<file path="src/rtl/ctrl_fsm_mc.sv">
// Multicycle control FSM for the 16-opcode ISA with a latched opcode and a memory-wait timeout.
// Define CTRL_TRAP_EN to route opcode 9 through a TRAP state.
`default_nettype none

module ctrl_fsm_mc #(
  parameter int ALUOP_W = 4,
  parameter int TIMEOUT = 16
) (
  input  logic               clk,
  input  logic               Reset,
  input  logic               run,
  input  logic [3:0]         op,
  input  logic               mem_ready,
  output logic               pc_write,
  output logic [1:0]         pc_src,
  output logic               ra_write,
  output logic               ir_write,
  output logic               mem_req,
  output logic               mem_src,
  output logic               mem_we,
  output logic               reg_r,
  output logic               reg_w1,
  output logic               reg_w2,
  output logic [1:0]         reg_src,
  output logic               cr_write,
  output logic               alu_src,
  output logic [ALUOP_W-1:0] alu_op,
  output logic               cmp_eq,
  output logic               cmp_ne,
  output logic               backup,
  output logic               restore,
  output logic               trap,
  output logic               mem_err,
  output logic [3:0]         state
);

  typedef enum logic [3:0] {
    S_IDLE   = 4'd0,
    S_FETCH  = 4'd1,
    S_DECODE = 4'd2,
    S_EXEC   = 4'd3,
    S_MEM    = 4'd4,
    S_WB     = 4'd5,
    S_BRANCH = 4'd6,
    S_JUMP   = 4'd7,
    S_CALL   = 4'd8,
    S_RET    = 4'd9,
    S_TRAP   = 4'd10
  } state_e;

  localparam int CW = (TIMEOUT > 1) ? $clog2(TIMEOUT) : 1;
  localparam logic [CW-1:0] LIM =
    (TIMEOUT > 0) ? CW'(TIMEOUT - 1) : '0;

  state_e        state_q, state_d;
  logic [3:0]    op_q, op_d;
  logic [CW-1:0] cnt_q, cnt_d;
  logic          err_q, err_d;
  logic          wait_st, tmo;
  state_e        nxt_b;

  always_comb begin
    nxt_b   = run ? S_FETCH : S_IDLE;
    wait_st = (state_q == S_FETCH || state_q == S_MEM) && !mem_ready;
    tmo     = wait_st && (TIMEOUT > 0) && (cnt_q == LIM);
    state_d = state_q;
    op_d    = op_q;
    err_d   = err_q;
    cnt_d   = '0;
    if (wait_st && !tmo) cnt_d = cnt_q + 1'b1;
    if (tmo) begin
      err_d   = 1'b1;
      state_d = S_IDLE;
    end else begin
      case (state_q)
        S_IDLE:
          if (run && !err_q) state_d = S_FETCH;
        S_FETCH:
          if (mem_ready) begin
            op_d    = op;
            state_d = S_DECODE;
          end
        S_DECODE:
          unique case (op_q)
            4'd0, 4'd2, 4'd7, 4'd10,
            4'd12, 4'd13, 4'd14, 4'd15: state_d = S_EXEC;
            4'd1, 4'd8:                 state_d = S_WB;
            4'd5, 4'd6:                 state_d = S_BRANCH;
            4'd3:                       state_d = S_JUMP;
            4'd4:                       state_d = S_CALL;
            4'd11:                      state_d = S_RET;
`ifdef CTRL_TRAP_EN
            default:                    state_d = S_TRAP;
`else
            default:                    state_d = nxt_b;
`endif
          endcase
        S_EXEC:
          state_d = (op_q == 4'd0 || op_q == 4'd2) ? S_MEM : S_WB;
        S_MEM:
          if (mem_ready) state_d = (op_q == 4'd2) ? nxt_b : S_WB;
        S_WB, S_BRANCH, S_JUMP, S_CALL, S_RET, S_TRAP:
          state_d = nxt_b;
        default:
          state_d = S_IDLE;
      endcase
    end
  end

  always_ff @(posedge clk) begin
    if (Reset) begin
      state_q <= S_IDLE;
      op_q    <= 4'd0;
      cnt_q   <= '0;
      err_q   <= 1'b0;
    end else begin
      state_q <= state_d;
      op_q    <= op_d;
      cnt_q   <= cnt_d;
      err_q   <= err_d;
    end
  end

  // Decoded from registered state; only the fetch strobes see mem_ready.
  always_comb begin
    pc_write = 1'b0;
    pc_src   = 2'd0;
    ra_write = 1'b0;
    ir_write = 1'b0;
    mem_req  = 1'b0;
    mem_src  = 1'b0;
    mem_we   = 1'b0;
    reg_r    = 1'b0;
    reg_w1   = 1'b0;
    reg_w2   = 1'b0;
    reg_src  = 2'd0;
    cr_write = 1'b0;
    alu_src  = 1'b0;
    alu_op   = '0;
    cmp_eq   = 1'b0;
    cmp_ne   = 1'b0;
    backup   = 1'b0;
    restore  = 1'b0;
    trap     = 1'b0;
    case (state_q)
      S_FETCH: begin
        mem_req  = 1'b1;
        ir_write = mem_ready;
        pc_write = mem_ready;
      end
      S_DECODE: reg_r = 1'b1;
      S_EXEC: begin
        alu_src = (op_q == 4'd10) || (op_q >= 4'd12);
        unique case (1'b1)
          op_q == 4'd7:  alu_op = ALUOP_W'(4);
          op_q == 4'd13: alu_op = ALUOP_W'(3);
          op_q == 4'd14: alu_op = ALUOP_W'(0);
          op_q == 4'd15: alu_op = ALUOP_W'(1);
          op_q == 4'd10: alu_op = ALUOP_W'(5);
          default:       alu_op = ALUOP_W'(2);
        endcase
      end
      S_MEM: begin
        mem_req = 1'b1;
        mem_src = 1'b1;
        mem_we  = (op_q == 4'd2);
      end
      S_WB: begin
        unique case (1'b1)
          op_q == 4'd1: reg_src = 2'd0;
          op_q == 4'd0: reg_src = 2'd1;
          op_q == 4'd8: reg_src = 2'd3;
          default:      reg_src = 2'd2;
        endcase
        reg_w1   = (op_q == 4'd10);
        cr_write = (op_q == 4'd10);
        reg_w2   = (op_q != 4'd10);
      end
      S_BRANCH: begin
        cmp_eq = (op_q == 4'd5);
        cmp_ne = (op_q == 4'd6);
      end
      S_JUMP: begin
        pc_write = 1'b1;
        pc_src   = 2'd2;
      end
      S_CALL: begin
        pc_write = 1'b1;
        pc_src   = 2'd2;
        ra_write = 1'b1;
        backup   = 1'b1;
      end
      S_RET: begin
        pc_write = 1'b1;
        pc_src   = 2'd1;
        restore  = 1'b1;
      end
`ifdef CTRL_TRAP_EN
      S_TRAP: begin
        trap     = 1'b1;
        pc_write = 1'b1;
        pc_src   = 2'd3;
        ra_write = 1'b1;
        backup   = 1'b1;
      end
`endif
      default: ;
    endcase
  end

  assign mem_err = err_q;
  assign state   = state_q;

endmodule

`default_nettype wire
</file>
<file path="config.mk">
export PLATFORM = sky130hd
export DESIGN_NAME = ctrl_fsm_mc
export DESIGN_NICKNAME = d
export VERILOG_FILES = /design/src/rtl/ctrl_fsm_mc.sv
export SDC_FILE = /design/constraint.sdc
export NUM_CORES = 1
export LEC_CHECK = 0
export ABC_AREA = 1
export CAP_MARGIN = 20
export CORE_MARGIN = 3
export CORE_UTILIZATION = 38
export DETAILED_ROUTE_END_ITERATION = 7
export PLACE_DENSITY = 0.74
export RECOVER_POWER = 50
export SYNTH_ARGS = -nofsm -noshare
export SYNTH_HDL_FRONTEND = slang
export SYNTH_SLANG_ARGS = --single-unit
</file>
<file path="constraint.sdc">
create_clock -name clk -period 1.29 [get_ports clk]
set_input_delay 0.258 -clock clk [delete_from_list [all_inputs] [get_ports clk]]
set_output_delay 0.258 -clock clk [all_outputs]
set_load 0.02 [all_outputs]
</file>
Yosys cells after proc, flatten, opt, wreduce, memory -nomap -nowiden

Index checks and enable logic that the tools add are counted.
Widths: inputs -> output; s select.

Add/subtract/negate cells: 1
Reductions and logical operators: 23
Equal/unequal tests: 29
Mux-type cells: 26
Order comparisons: 1
Bitwise logic cells: 2

Operator list:

| cell                | number |
|---|---|
| $pmux 4 s6          | 2 |
| $eq 4x4->1 const B  | 11 |
| $eq 4x3->1 const B  | 8 |
| $eq 4x2->1 const B  | 4 |
| $pmux 3 s5          | 1 |
| $mux 1              | 14 |
| $mux 4              | 3 |
| $reduce_or 2->1     | 6 |
| $eq 4x1->1 const B  | 2 |
| $logic_not 4->1     | 2 |
| $reduce_or 8->1     | 1 |
| $mux 3              | 2 |
| $ne 2x2->1 const B  | 3 |
| $pmux 2 s3          | 1 |
| $reduce_and 3->1    | 2 |
| $reduce_or 6->1     | 1 |
| $add 4x1->4 const B | 1 |
| $ge 4x4->1 const B  | 1 |
| $logic_and 1x1->1   | 4 |
| $ne 4x4->1 const B  | 1 |
| $pmux 2 s2          | 1 |
| $logic_not 1->1     | 3 |
| $logic_or 1x1->1    | 3 |
| $reduce_or 3->1     | 1 |
| 3 further kinds     | 4 |

Input bits: 8
Output and inout port bits: 29
Register bits: 13

Longest topological paths before layout

Depth in word-level cells: 8
Depth in mapped cells: 9

Least setup slack after synthesis

Ideal clock, no wire load.

Path type: register to output
From: register state_q[2] (netlist: state[2])
To: output port cmp_eq
Slack: -457 ps
Arrival time: 1489 ps
Stages on the path, launching flop included: 5
Cell sequence: dfxtp_1 > nand2_1 > nor3_1 > inv_1 > nor4_1

Word-level cells in the longest chain between the ends: 2

Ends and longest elaborated chain:

| what                   | RTL line | RTL |
|---|---|---|
| from (decl)            | 55       | `state_e state_q, state_d;` |
| from (signal assigned) | 117      | `state_q <= state_d;` |
| $eq 4x3->1             | 145      | `case (state_q)` |
| $mux 1                 | 145      |  |
| to (decl)              | 28       | `output logic cmp_eq,` |

Every way passes these cells.

Worst setup path in the final report

From: register state_q[3] (netlist: state[3])
To: output port cmp_ne

Word-level cells in the longest chain between the ends: 2

Ends and longest elaborated chain:

| what       | RTL line | RTL |
|---|---|---|
| $eq 4x3->1 | 145      |  |
| $mux 1     | 145      |  |
| to (decl)  | 29       | `output logic cmp_ne,` |

Every way passes these cells.

==> results.yml <==
outcome:
  status: "finished, violations left"
  violations: "setup timing"
timing:
  finalSetupViolCount: 35
  finalWorstSetupSlack_ns: -0.387
  min_period_ns: 1.68
  rsz0062_at_grt: "true"
  fin_crit_sh_pct: 130
  max_freq_ghz: 0.596
  final_hold_viol_count: 0
  report.final.slew_viol_count: 0
  finClkSkew_ns: 0.00389
yosys:
  synth.yosys.seq_area_share_pct: 27.7
  synth_simple_gate_area_share_pct: 40.1
  synth_adder_area_share_pct: 1.33
  ys_types: 28
  synthXorXnorAreaFrac_pct: 0.933
  muxShareOfSynthArea_pct: 0
  synthesis.yosys.warnings: 0
  syn_area_um2: 938
  synth-seq-cells: 13
  synth_compound_area_share_pct: 15.5
  synth_edf_count: 0
  synthFlopType: "dfxtp_1"
  async_reset_ff_share_pct: 0
  avgSynthCellArea_um2: 6.17
  synth_cells: 152
  synth_top_family_by_area: "simple AND/OR/NAND/NOR gates"
detailed_routing:
  wl_per_cell_um: 17.0
  ant_nets: 0
  vias: 1457
  via_per_inst: 5.44
  drc: 0
  drtIter0Drc: 34
  drt_pass1_iterations: 5
  wl_mm: 4.56
floorplan:
  rows: 17
  initial_core_util_pct: 41.2
  pin_count: 37
  dieArea_mm2: 0.00310
  fp.dieW_um: 55.7
  core_area_mm2: 0.00228
  die_h_um: 55.7
power:
  p_int_w: 0.00147
  peakVddDrop_v: 0.00143
  combPwrFrac_pct: 68.9
  power_density_mw_per_mm2: 1370
  power_frac_seq_pct: 22.2
  p_leak_nw: 0.977
  p_clk_share_pct: 8.9
  power_switching_share_pct: 47.7
  p_sw_w: 0.00134
setup_path:
  crit_path_start_kind: "flip-flop"
  worstRegToRegCells: 12
  path_cells: "inv_4, nand2_4, nor3_4, inv_2, buf_6, nor3_4, buf_6"
  path_max_fanout: 4
  critical_path.max_stage_delay_ns: 0.37
  end_kind: "output pin"
  worstPathRequired_ns: 1.03
  cpMaxStageDelayCell: "dfxtp_4"
  r2r_slack_ns: -0.23
  crit_buf_inv: 4
  cp.arrival_ns: 1.42
  r2r-start: "state[1]"
  critPathKind: "flip-flop to output pin"
  r2r_end: "state[0]"
  crit_start: "state[3]"
  critPathTopFamily: "buffers and inverters"
global_routing:
  overflow: 0
  antenna_found_initial: 0
  grt_pass1_wl_mm: 5.85
  grt.total_usage_pct: 23.3
  grt_pass1_vias: 1351
  grt_max_degree: 9
hold_path:
  hold_end: "cnt_q[0]"
  holdPathStages: 1
  hp-start: "cnt_q[0]"
  hold_class: "flip-flop to flip-flop"
cts:
  htreeDepth: 1
  hold_buffers: 0
  clockBufferDepth: 2
  cts_sinks: 13
  cts_made_buffers: 3
  clk_latency_ns: 0.28
  cts_tree: "done"
  clk_pin_slew_ns: 0.07
  root_buffer: "clkbuf_4"
layout:
  fin_nets: 250
  drive_gt1_share_pct: 68.8
  mostFrequentLayoutCells: "buf_4 (55), buf_6 (20), nand2_1 (17), nor2_4 (13), nand2_2 (12)"
  final_cells: 268
  layout_commonest_cell: "buf_4"
  diodes: 0
  n_fill_cell: 102
  synthToLayoutAreaGrowth_pct: 119
placement:
  dp.cells: 251
  numPortBuffers: 34
  place_hpwl_mm: 2.65
  routabilityCongestion: 0.945
  place_ws_ns: -0.613
flow_run:
  maxCapViolCount: 0
-- worst max path at each step --
stage / end / cells past startpoint
global placement: pc_write / 6
finish: cmp_ne / 7
floorplan: cmp_eq / 5
CTS: cmp_ne / 7
detailed placement: pc_write / 6
global route: cmp_ne / 7
-- routing by layer --
| layer | global-route usage (%) | share of wire [%] |
|---|---|---|
| met1 | 26.5 | 36 |
| met4 | 9.03 | 6.2 |
| met5 | 0 | 0 |
| met3 | 3.25 | 7.6 |
| met2 | 43.1 | 50 |
-- cell usage after synthesis (2+ instances only) --
| cell type | count | share of area (%) |
|---|---|---|
| buf_4 | 5 | 4.0 |
| nor2_1 | 24 | 9.6 |
| inv_2 | 5 | 2.0 |
| a21oi_1 | 13 | 6.9 |
| nor2_2 | 3 | 2.0 |
| nand3_1 | 7 | 3.7 |
| nor2_4 | 2 | 2.4 |
| nand2_1 | 31 | 12 |
| nor3_1 | 5 | 2.7 |
| o21ai_0 | 5 | 2.7 |
| dfxtp_1 | 13 | 28 |
| inv_1 | 20 | 8.0 |
| nand2_2 | 4 | 2.7 |
-- area by class of cell --
type                       instances  area, µm²  area share (%)
clock buffer                       4       26.3            1.28
inverter                          25        111            5.43
multi-input combinational        110        842            41.0
sequential                        13        288            14.0
tap                               28       35.0            1.71
timing repair buffer              88        749            36.5
-- per-stage QoR --
stage	setup TNS [ns]	utilization, %	hold slack, ns	cell area [µm²]	power [W]
3_5_place_dp	-11.75	78.4	0.444	1790	0.00209
5_1_grt	-10.53	90.2	0.480	2050	0.00296
4_1_cts	-7.34	84.2	0.454	1920	0.00248
3_3_place_gp	-10.59	78.4	0.429	1790	0.00203
2_1_floorplan	-0.188	-	0.327	1140	0.00137
6_report	-8.33	90.2	0.454	2050	0.00281
-- power groups by stage --
stage	Sequential [W]	Clock, W	Combinational, W
6_report	0.000625	0.000249	0.00194
5_1_grt	0.000639	0.000274	0.00204
4_1_cts	0.000597	0.000251	0.00163
3_5_place_dp	0.000589	0	0.00150
3_3_place_gp	0.000582	0	0.00145
2_1_floorplan	0.000629	0	0.000737
-- registers in the layout, summed over array words and instances, names as in the netlist --
signal / cells
state: 4
op_q: 4
mem_err: 1
cnt_q: 4
-- repair_timing --
action | in CTS | in global routing
gates cloned | 0 | 0
pin swaps | 12 | 10
setup buffers | 6 | 7
setup endpoints to repair | 39 | 37
resized for setup | 151 | 37
-- cell families after synthesis --
group                      after synthesis
and+or+nand+nor                         81
buffers and inverters                   30
AOI/OAI and AO/OA                       25
DFF                                     13
xor gates and xnor gates                 1
adders and majority gates                1
other                                    1
Power figures use the tool's default switching activity.
